<file path="src/rtl/lpc_dec_arbiter.sv">
// 4-port round-robin arbiter feeding one shared codeword decoder, with per-port idle watchdog.
// Define LPC_ARB_PRIO_EN to give port 0 strict priority over round-robin ports 1-3.
module lpc_dec_arbiter #(
    parameter int unsigned WD_CYCLES = 255
) (
    input  logic         ACLK,
    input  logic         ARESET_N,
    input  logic [319:0] S_TDATA,
    input  logic [3:0]   S_TVALID,
    input  logic [3:0]   S_TUSER,
    input  logic [3:0]   S_TLAST,
    output logic [3:0]   S_TREADY,
    input  logic [3:0]   EN_MASK,
    output logic [79:0]  D_TDATA,
    output logic         D_TVALID,
    output logic         D_EN,
    output logic         D_TUSER,
    output logic         D_TLAST,
    input  logic         D_TREADY,
    input  logic [15:0]  D_OUT_DECODED,
    input  logic         D_OUT_VALID,
    input  logic         D_OUT_LAST,
    input  logic         D_OUT_USER,
    output logic         D_OUT_READY,
    output logic [15:0]  M_TDATA,
    output logic         M_TVALID,
    output logic         M_TLAST,
    output logic         M_TUSER,
    output logic [1:0]   M_TID,
    input  logic         M_TREADY,
    output logic [3:0]   WD_ERR,
    input  logic [3:0]   WD_CLR
);

    localparam int unsigned PORTS = 4;
    localparam int unsigned CW_W  = 80;
    localparam int unsigned WD_W  = 16;
    localparam logic [WD_W-1:0] WD_LIMIT = WD_W'(WD_CYCLES);

    typedef enum logic {IDLE, LOCKED} state_t;

    state_t               state_q;
    logic [1:0]           grant_q;
    logic [1:0]           last_grant_q;
    logic [1:0]           tid_q;
    logic [WD_W-1:0]      wd_cnt_q;
    logic [PORTS-1:0]     wd_err_q;

    logic [PORTS-1:0][CW_W-1:0] s_data_c;
    logic [1:0]           pick_c;
    logic                 locked_c;
    logic                 g_valid_c;
    logic                 hs_c;
    logic [WD_W-1:0]      wd_inc_c;
    logic                 wd_fire_c;
    logic [PORTS-1:0]     wd_set_c;

    assign s_data_c = S_TDATA;

    // Next grant: first requester after the last served port
    always_comb begin : arb_pick
        logic [PORTS-1:0] cand;
        logic [1:0]       idx;
        logic             found;
        cand   = S_TVALID;
        idx    = 2'd0;
        found  = 1'b0;
        pick_c = 2'd0;
`ifdef LPC_ARB_PRIO_EN
        cand = S_TVALID & 4'b1110;
`endif
        for (int i = 1; i <= 4; i++) begin
            idx = last_grant_q + 2'(i);
            if (!found && cand[idx]) begin
                pick_c = idx;
                found  = 1'b1;
            end
        end
`ifdef LPC_ARB_PRIO_EN
        if (S_TVALID[0]) pick_c = 2'd0;
`endif
    end

    assign locked_c  = (state_q == LOCKED);
    assign g_valid_c = S_TVALID[grant_q];
    assign hs_c      = D_TVALID & D_TREADY;
    assign wd_inc_c  = wd_cnt_q + WD_W'(1);
    assign wd_fire_c = locked_c & ~g_valid_c & (wd_inc_c == WD_LIMIT);
    assign wd_set_c  = wd_fire_c ? (4'b0001 << grant_q) : 4'b0000;

    // Codeword path mirrors the granted port while locked
    assign D_TDATA  = s_data_c[grant_q];
    assign D_TVALID = locked_c & g_valid_c;
    assign D_EN     = EN_MASK[grant_q];
    assign D_TUSER  = S_TUSER[grant_q];
    assign D_TLAST  = S_TLAST[grant_q];

    always_comb begin
        S_TREADY = '0;
        if (locked_c) S_TREADY[grant_q] = D_TREADY;
    end

    // Decoded stream is passed through unbuffered; tid_q tags it
    assign M_TDATA     = D_OUT_DECODED;
    assign M_TVALID    = D_OUT_VALID;
    assign M_TLAST     = D_OUT_LAST;
    assign M_TUSER     = D_OUT_USER;
    assign D_OUT_READY = M_TREADY;
    assign M_TID       = tid_q;
    assign WD_ERR      = wd_err_q;

    always_ff @(posedge ACLK or negedge ARESET_N) begin
        if (!ARESET_N) begin
            state_q      <= IDLE;
            grant_q      <= 2'd0;
            last_grant_q <= 2'd3;
            tid_q        <= 2'd0;
            wd_cnt_q     <= '0;
            wd_err_q     <= '0;
        end else begin
            // A watchdog set outranks a simultaneous clear
            wd_err_q <= (wd_err_q & ~WD_CLR) | wd_set_c;
            case (state_q)
                IDLE: begin
                    if (|S_TVALID) begin
                        grant_q  <= pick_c;
                        wd_cnt_q <= '0;
                        state_q  <= LOCKED;
                    end
                end
                LOCKED: begin
                    if (hs_c) begin
                        tid_q    <= grant_q;
                        wd_cnt_q <= '0;
                        if (D_TLAST) begin
                            state_q      <= IDLE;
                            last_grant_q <= grant_q;
                        end
                    end else if (!g_valid_c) begin
                        if (wd_fire_c) begin
                            wd_cnt_q     <= '0;
                            state_q      <= IDLE;
                            last_grant_q <= grant_q;
                        end else begin
                            wd_cnt_q <= wd_inc_c;
                        end
                    end
                end
                default: state_q <= IDLE;
            endcase
        end
    end

endmodule

</file>
<file path="config.mk">
export PLATFORM = sky130hd
export DESIGN_NAME = lpc_dec_arbiter
export DESIGN_NICKNAME = d
export VERILOG_FILES = /design/src/rtl/lpc_dec_arbiter.sv
export SDC_FILE = /design/constraint.sdc
export NUM_CORES = 1
export LEC_CHECK = 0
export BUFFER_PORTS_ARGS = -buffer_cell sky130_fd_sc_hd__buf_4
export CORE_AREA = 3 3 183 185
export DETAILED_ROUTE_END_ITERATION = 8
export DIE_AREA = 0 0 186 188
export SETUP_SLACK_MARGIN = 0.2
export SLEW_MARGIN = 10
export SYNTH_ARGS = -nofsm -noshare
export SYNTH_HDL_FRONTEND = slang
export SYNTH_SLANG_ARGS = --single-unit
</file>
<file path="constraint.sdc">
create_clock -name ACLK -period 2.67 [get_ports ACLK]
set_clock_uncertainty 0.05 [all_clocks]
set_input_delay 0.534 -clock ACLK [delete_from_list [all_inputs] [get_ports ACLK]]
set_output_delay 0.534 -clock ACLK [all_outputs]
set_load 0.01 [all_outputs]
</file>
After elaboration in Yosys (flattened, before gate mapping)
Index checks and enable logic that the tools add are counted.
{"block": "word_totals", "register_bits": 27, "wordCells": 89, "input_bits": 363}
{"block": "op_classes", "reduce_logical": 13, "n_bitwise": 10, "magnitude_cmp": 6, "mux": 44, "n_addsub": 4, "n_shift": 1, "eq_ne": 5}
{"operator": "$bmux W80 S2", "count": 1}
{"operator": "$mux W80", "count": 1}
{"operator": "$mux W16", "count": 4}
{"operator": "$pmux W16 S2", "count": 1}
{"operator": "$mux W1", "count": 17}
{"operator": "$add A16 B1 Y16 const B", "count": 1}
{"operator": "$bmux W1 S2", "count": 8}
{"operator": "$eq A16 B8 Y1 const B", "count": 1}
{"operator": "$mux W2", "count": 8}
{"operator": "$lt A2 B3 Y1 const B", "count": 5}
{"operator": "$and A4 B4 Y4", "count": 2}
{"operator": "$mux W4", "count": 2}
{"operator": "$reduce_and A2 Y1", "count": 3}
{"operator": "$add A2 B2 Y2 const B", "count": 2}
{"operator": "$and A1 B1 Y1", "count": 4}
{"operator": "$logic_and A1 B1 Y1", "count": 4}
{"operator": "$ne A2 B2 Y1 const B", "count": 2}
{"operator": "$not A4 Y4", "count": 1}
{"operator": "$or A4 B4 Y4", "count": 1}
{"operator": "$reduce_and A4 Y1", "count": 1}
{"operator": "$reduce_or A4 Y1", "count": 1}
{"operator": "$shl A1 B2 Y4 const A", "count": 1}
{"operator": "$logic_not A1 Y1", "count": 3}
{"operator": "$ne A3 B2 Y1 const B", "count": 1}
{"operator": "other kinds (7)", "count": 8}

Longest topological paths before layout
{"block": "logic_depth", "depth_word": 13, "mapped_depth": 9, "depth_no_buf": 7}

Worst setup path after synthesis
Ideal clock, no wire load.
{"block": "synth_path", "kind": "reg2reg", "start": "register wd_cnt_q[0]", "end": "register last_grant_q[1]", "slack_ps": 96, "stages_incl_launch_ff": 9, "arrival_time_ps": 2439, "path_buffers": 1, "synth_period_minus_slack_ps": 2574, "cell_sequence": "dfrtp_1 ha_1 buf_2 nand4_1 nor4_2 mux2i_1 o2111ai_4 o21ai_4 mux2_1"}
{"block": "synth_via", "elab_chain_len": 5}
{"element": "start: declaration", "line_no": "46", "rtl": "logic [WD_W-1:0] wd_cnt_q;"}
{"element": "start signal: assignment", "line_no": "145", "rtl": "wd_cnt_q <= wd_inc_c;"}
{"element": "$add A16 B1 Y16", "line_no": "87", "rtl": "assign wd_inc_c = wd_cnt_q + WD_W'(1);"}
{"element": "$eq A16 B8 Y1", "line_no": "88", "rtl": "assign wd_fire_c = locked_c & ~g_valid_c & (wd_inc_c == WD_LIMIT);"}
{"element": "$and A1 B1 Y1", "line_no": "88"}
{"element": "$reduce_bool A2 Y1 (no line)"}
{"element": "$reduce_and A4 Y1 (no line)"}
{"element": "end signal: assignment", "line_no": "137", "rtl": "last_grant_q <= grant_q;"}
{"element": "end signal: assignment", "line_no": "143", "rtl": "last_grant_q <= grant_q;"}
{"element": "end: declaration", "line_no": "44", "rtl": "logic [1:0] last_grant_q;"}
Every way passes these cells.
A chain may end at the register's enable or synchronous reset.

Final worst setup path
{"block": "layout_path", "start": "register grant_q[0]", "end": "register last_grant_q[1]"}
{"block": "layout_via", "elab_chain_len": 7, "word_cells_on_any_way": 14, "cone_classes": "eq/ne (2); mux (5); bitwise (5); reduce/logical (2)"}
{"element": "start: declaration", "line_no": "43", "rtl": "logic [1:0] grant_q;"}
{"element": "start signal: assignment", "line_no": "126", "rtl": "grant_q <= pick_c;"}
{"element": "$bmux W1 S2", "line_no": "85", "rtl": "assign g_valid_c = S_TVALID[grant_q];"}
{"element": "$mux W1 (not written as such)", "line_no": "85"}
{"element": "$not A1 Y1", "line_no": "88"}
{"element": "$and A1 B1 Y1 (2 in series)", "line_no": "88"}
{"element": "$reduce_bool A2 Y1 (no line)"}
{"element": "$reduce_and A4 Y1 (no line)"}
Several ways; a longest one is shown, not always the timed one. The select of a mux whose other input is x is not followed.

==> results by group <==
Critical path
  • CP max-delay cell: or4_4
  • R2R Path End: last_grant_q[1]
  • Worst-path fanout max: 7
  • Crit path cell chain: buf_6 > mux2i_2 > a22o_1 > o2111ai_2 > or4_4 > o21ai_4 > mux2_4
  • Slowest cell delay on critical path: 0.58 ns
  • Family with the most delay on the worst path: simple AND/OR/NAND/NOR gates
  • Crit path required time: 2.82 ns
  • Reg2Reg Setup Slack: 0.24 ns
  • Startpoint Class: flip-flop
  • Crit. End Element: flip-flop
  • CP startpoint: grant_q[0]
  • Crit path depth: 7
  • Crit path arrival time: 2.58 ns
  • Reg2Reg Depth: 7
  • CP bufs+invs: 1
  • Crit Path Class: flip-flop to flip-flop
  • Worst R2R Start: grant_q[0]
  • CP endpoint: last_grant_q[1]

Global route
  • First-pass GRT wire length: 39.3 mm
  • Vias in the first global route: 5,159
  • Initial antenna violation count: 8
  • Total grt overflow: 0
  • Pin count of the biggest net entering global routing: 40
  • GR Util All Layers: 15.9%

Logic synthesis
  • Syn Area/Cell: 11.8 µm²
  • Synth Instances: 332
  • Syn_nets: 697
  • Post-synthesis cell area: 3930 µm²
  • Dominant cell type by area after synthesis: mux4_2
  • Fraction of synthesis flops using an asynchronous set or reset pin: 100%
  • Post-synthesis sequential area ratio: 17.2%
  • Synth cell types: 55
  • Yosys warning count: 0
  • Most common cell in the synthesized netlist: mux4_2
  • #FFs+latches synth: 27
  • Yosys top cell area share: 47.5%
  • Post-synth EDFFs: 0
  • Post-synth top flop: dfrtp_1
  • Synth top cells by count: mux4_2, nand2_1, dfrtp_1, buf_4, clkbuf_1
  • Synth top area cells: mux4_2, dfrtp_1, buf_4

Timing
  • Tmin final: 2.43 ns
  • Slew Limit Fails: 0
  • Setup TNS: 0 ns
  • PnR worst setup slack: 0.241 ns
  • Fmax: 412 MHz
  • Worst slew pin tran: 0.600 ns
  • Hold Vio Cnt, Final: 0
  • Final setup violation count: 0
  • RSZ-0062 raised after global routing: yes
  • Headroom to the max-slew limit: 59.6%
  • Final period util: 91.0%

Routing
  • Vias per cell: 4.37
  • Post-DR wirelength/cell: 26.0 µm
  • DRT Pass-1 Iters: 4
  • DR iter-0 viols: 347
  • DRC errors left: 0
  • Vias: 5,087
  • Final ANT Viol Nets: 0
  • WL final: 30.2 mm

Power
  • Leak: 0.00355 µW
  • Power, Total: 6090 µW
  • PwrDens: 766 nW/µm²
  • Worst vdd ir: 0.288 mV

Cells and area
  • P&R area growth vs syn: 102%
  • Fin nets: 1,116
  • Non-Filler Instances: 1,164
  • Fill cells: 3,437
  • Share of cells above drive strength 1: 78.0%

Clocking
  • H-Tree Level Count: 1
  • Sinks on Clock Net: 27
  • CTS buffer count: 3
  • Clock latency on the worst-skew pair: 0.27 ns
  • Clk root buf: clkbuf_16
  • Cts hold-fix bufs: 0
  • CTS tree: built
  • CTS clk-pin slew, worst paths: 0.08 ns
  • Clock buffer depth: 2

Placed design
  • GPL Wtd Cong: 0.970
  • Port Buf Inserts: 436
  • DP HPWL: 26.4 mm
  • Setup WS pre-CTS: 0.0566 ns
  • Placed insts: 1,144

Floorplanning
  • Die W: 186 µm
  • Core Area: 32,200 µm²
  • Effective utilization at floorplan: 12.2%
  • Die Y-Extent: 188 µm
  • Die Area: 35,000 µm²
  • Row cnt: 66
  • Io pins: 477

Hold path
  • Hold Crit Class: primary input to asynchronous set/reset pin

Job
  • Max Cap Viol: 0

Run status
  • Outcome: finished, final reports clean
## repair_timing
action / 4_1_cts / 5_1_grt
setup buffers: 3 / 3
setup endpoints to repair: 51 / 20
gates cloned: 3 / 1
resized for setup: 7 / 12
pin swaps: 1 / 5
## cells in the final DEF (no fill, tap or decap), types with 3 or more instances in the layout
| master | netlist | final |
|---|---|---|
| buf_4 | 20 | 457 |
| mux4_2 | 83 | 83 |
| nand2_1 | 31 | 31 |
| dfrtp_1 | 25 | 20 |
| nor2_1 | 14 | 14 |
| o21ai_0 | 14 | 14 |
| o211ai_1 | 9 | 9 |
| nand3_1 | 10 | 8 |
| diode_2 | 0 | 6 |
| inv_1 | 6 | 6 |
| nor2b_1 | 6 | 6 |
| mux2i_1 | 6 | 5 |
| nand4_1 | 5 | 5 |
| a31o_1 | 4 | 4 |
| a21oi_1 | 4 | 4 |
| clkbuf_16 | 0 | 4 |
| nor3_1 | 5 | 3 |
| mux2_2 | 3 | 3 |
| o31ai_1 | 3 | 3 |
| and2_1 | 3 | 3 |
| a31oi_1 | 3 | 3 |
| o21ai_1 | 3 | 3 |
| buf_16 | 0 | 3 |
| dfrtp_2 | 0 | 3 |
## layer usage
layer / global-route usage [%] / vias up / wire length, µm
met5: 0 / - / 69
met1: 20.8 / 2583 / 12100
met2: 26.1 / 270 / 14400
li1: - / 2194 / -
met4: 1.55 / 10 / 299
met3: 5.72 / 30 / 3280
## layout make-up
class                   count  area, µm²  share of cell area (%)
multi-input cells         247       3030                    38.0
flip-flops and latches     27        689                    8.67
inverters                   7       26.3                   0.330
well taps                 408        510                    6.42
clock inverters             1       8.76                   0.110
diodes                      6       15.0                   0.189
repair buffers            465       3600                    45.3
clock buffers               3       75.1                   0.944
## through the flow
step / utilization (%) / hold slack [ns] / cell area, µm²
floorplan: - / 0.188 / 3950
global placement: 23.7 / 0.438 / 7630
detailed placement: 23.7 / 0.441 / 7630
CTS: 24.3 / 0.145 / 7830
global route: 24.6 / 0.160 / 7940
finish: 24.7 / 0.132 / 7950
## flip-flops by register name, summed over array words and instances, names as in the netlist
signal,flops
M_TID,2
grant_q,2
locked_c,1
wd_cnt_q,16
last_grant_q,2
WD_ERR,4
## worst min-delay path by stage
stage               startpoint      endpoint  slack, ns  depth (start not counted)
CTS                   ARESET_N  wd_cnt_q[14]       0.15                          1
detailed placement    ARESET_N      M_TID[0]       0.44                          1
floorplan             ARESET_N      M_TID[0]       0.19                          0
global placement      ARESET_N      M_TID[0]       0.44                          1
finish                ARESET_N  wd_cnt_q[14]       0.13                          1
global route          ARESET_N  wd_cnt_q[14]       0.16                          1
## worst reg2reg max path, delay by kind of cell (launching register included)
family                 cells  cell delay [ns]
and+or+nand+nor            1             0.58
AOI/OAI and AO/OA          3             0.55
DFF                        1             0.53
muxes                      2             0.51
buffers and inverters      1             0.14
## power by group
part / total (µW) / internal [µW] / switching (µW)
Sequential: 589 / 498 / 90.2
Clock: 371 / 208 / 163
Combinational: 5130 / 2740 / 2390
Total: 6090 / 3450 / 2640
## kinds of logic after synthesis
group | after synthesis | share of synthesized area (%)
adder cells (fa/ha/maj) | 2 | 0.636
multiplexers | 93 | 50.2
XOR/XNOR | 4 | 0.891
buffers and inverters | 59 | 7.86
AO/OA/AOI/OAI | 58 | 11.3
AND/OR/NAND/NOR | 89 | 11.9
flip-flops | 27 | 17.2
Power figures use the tool's default switching activity.
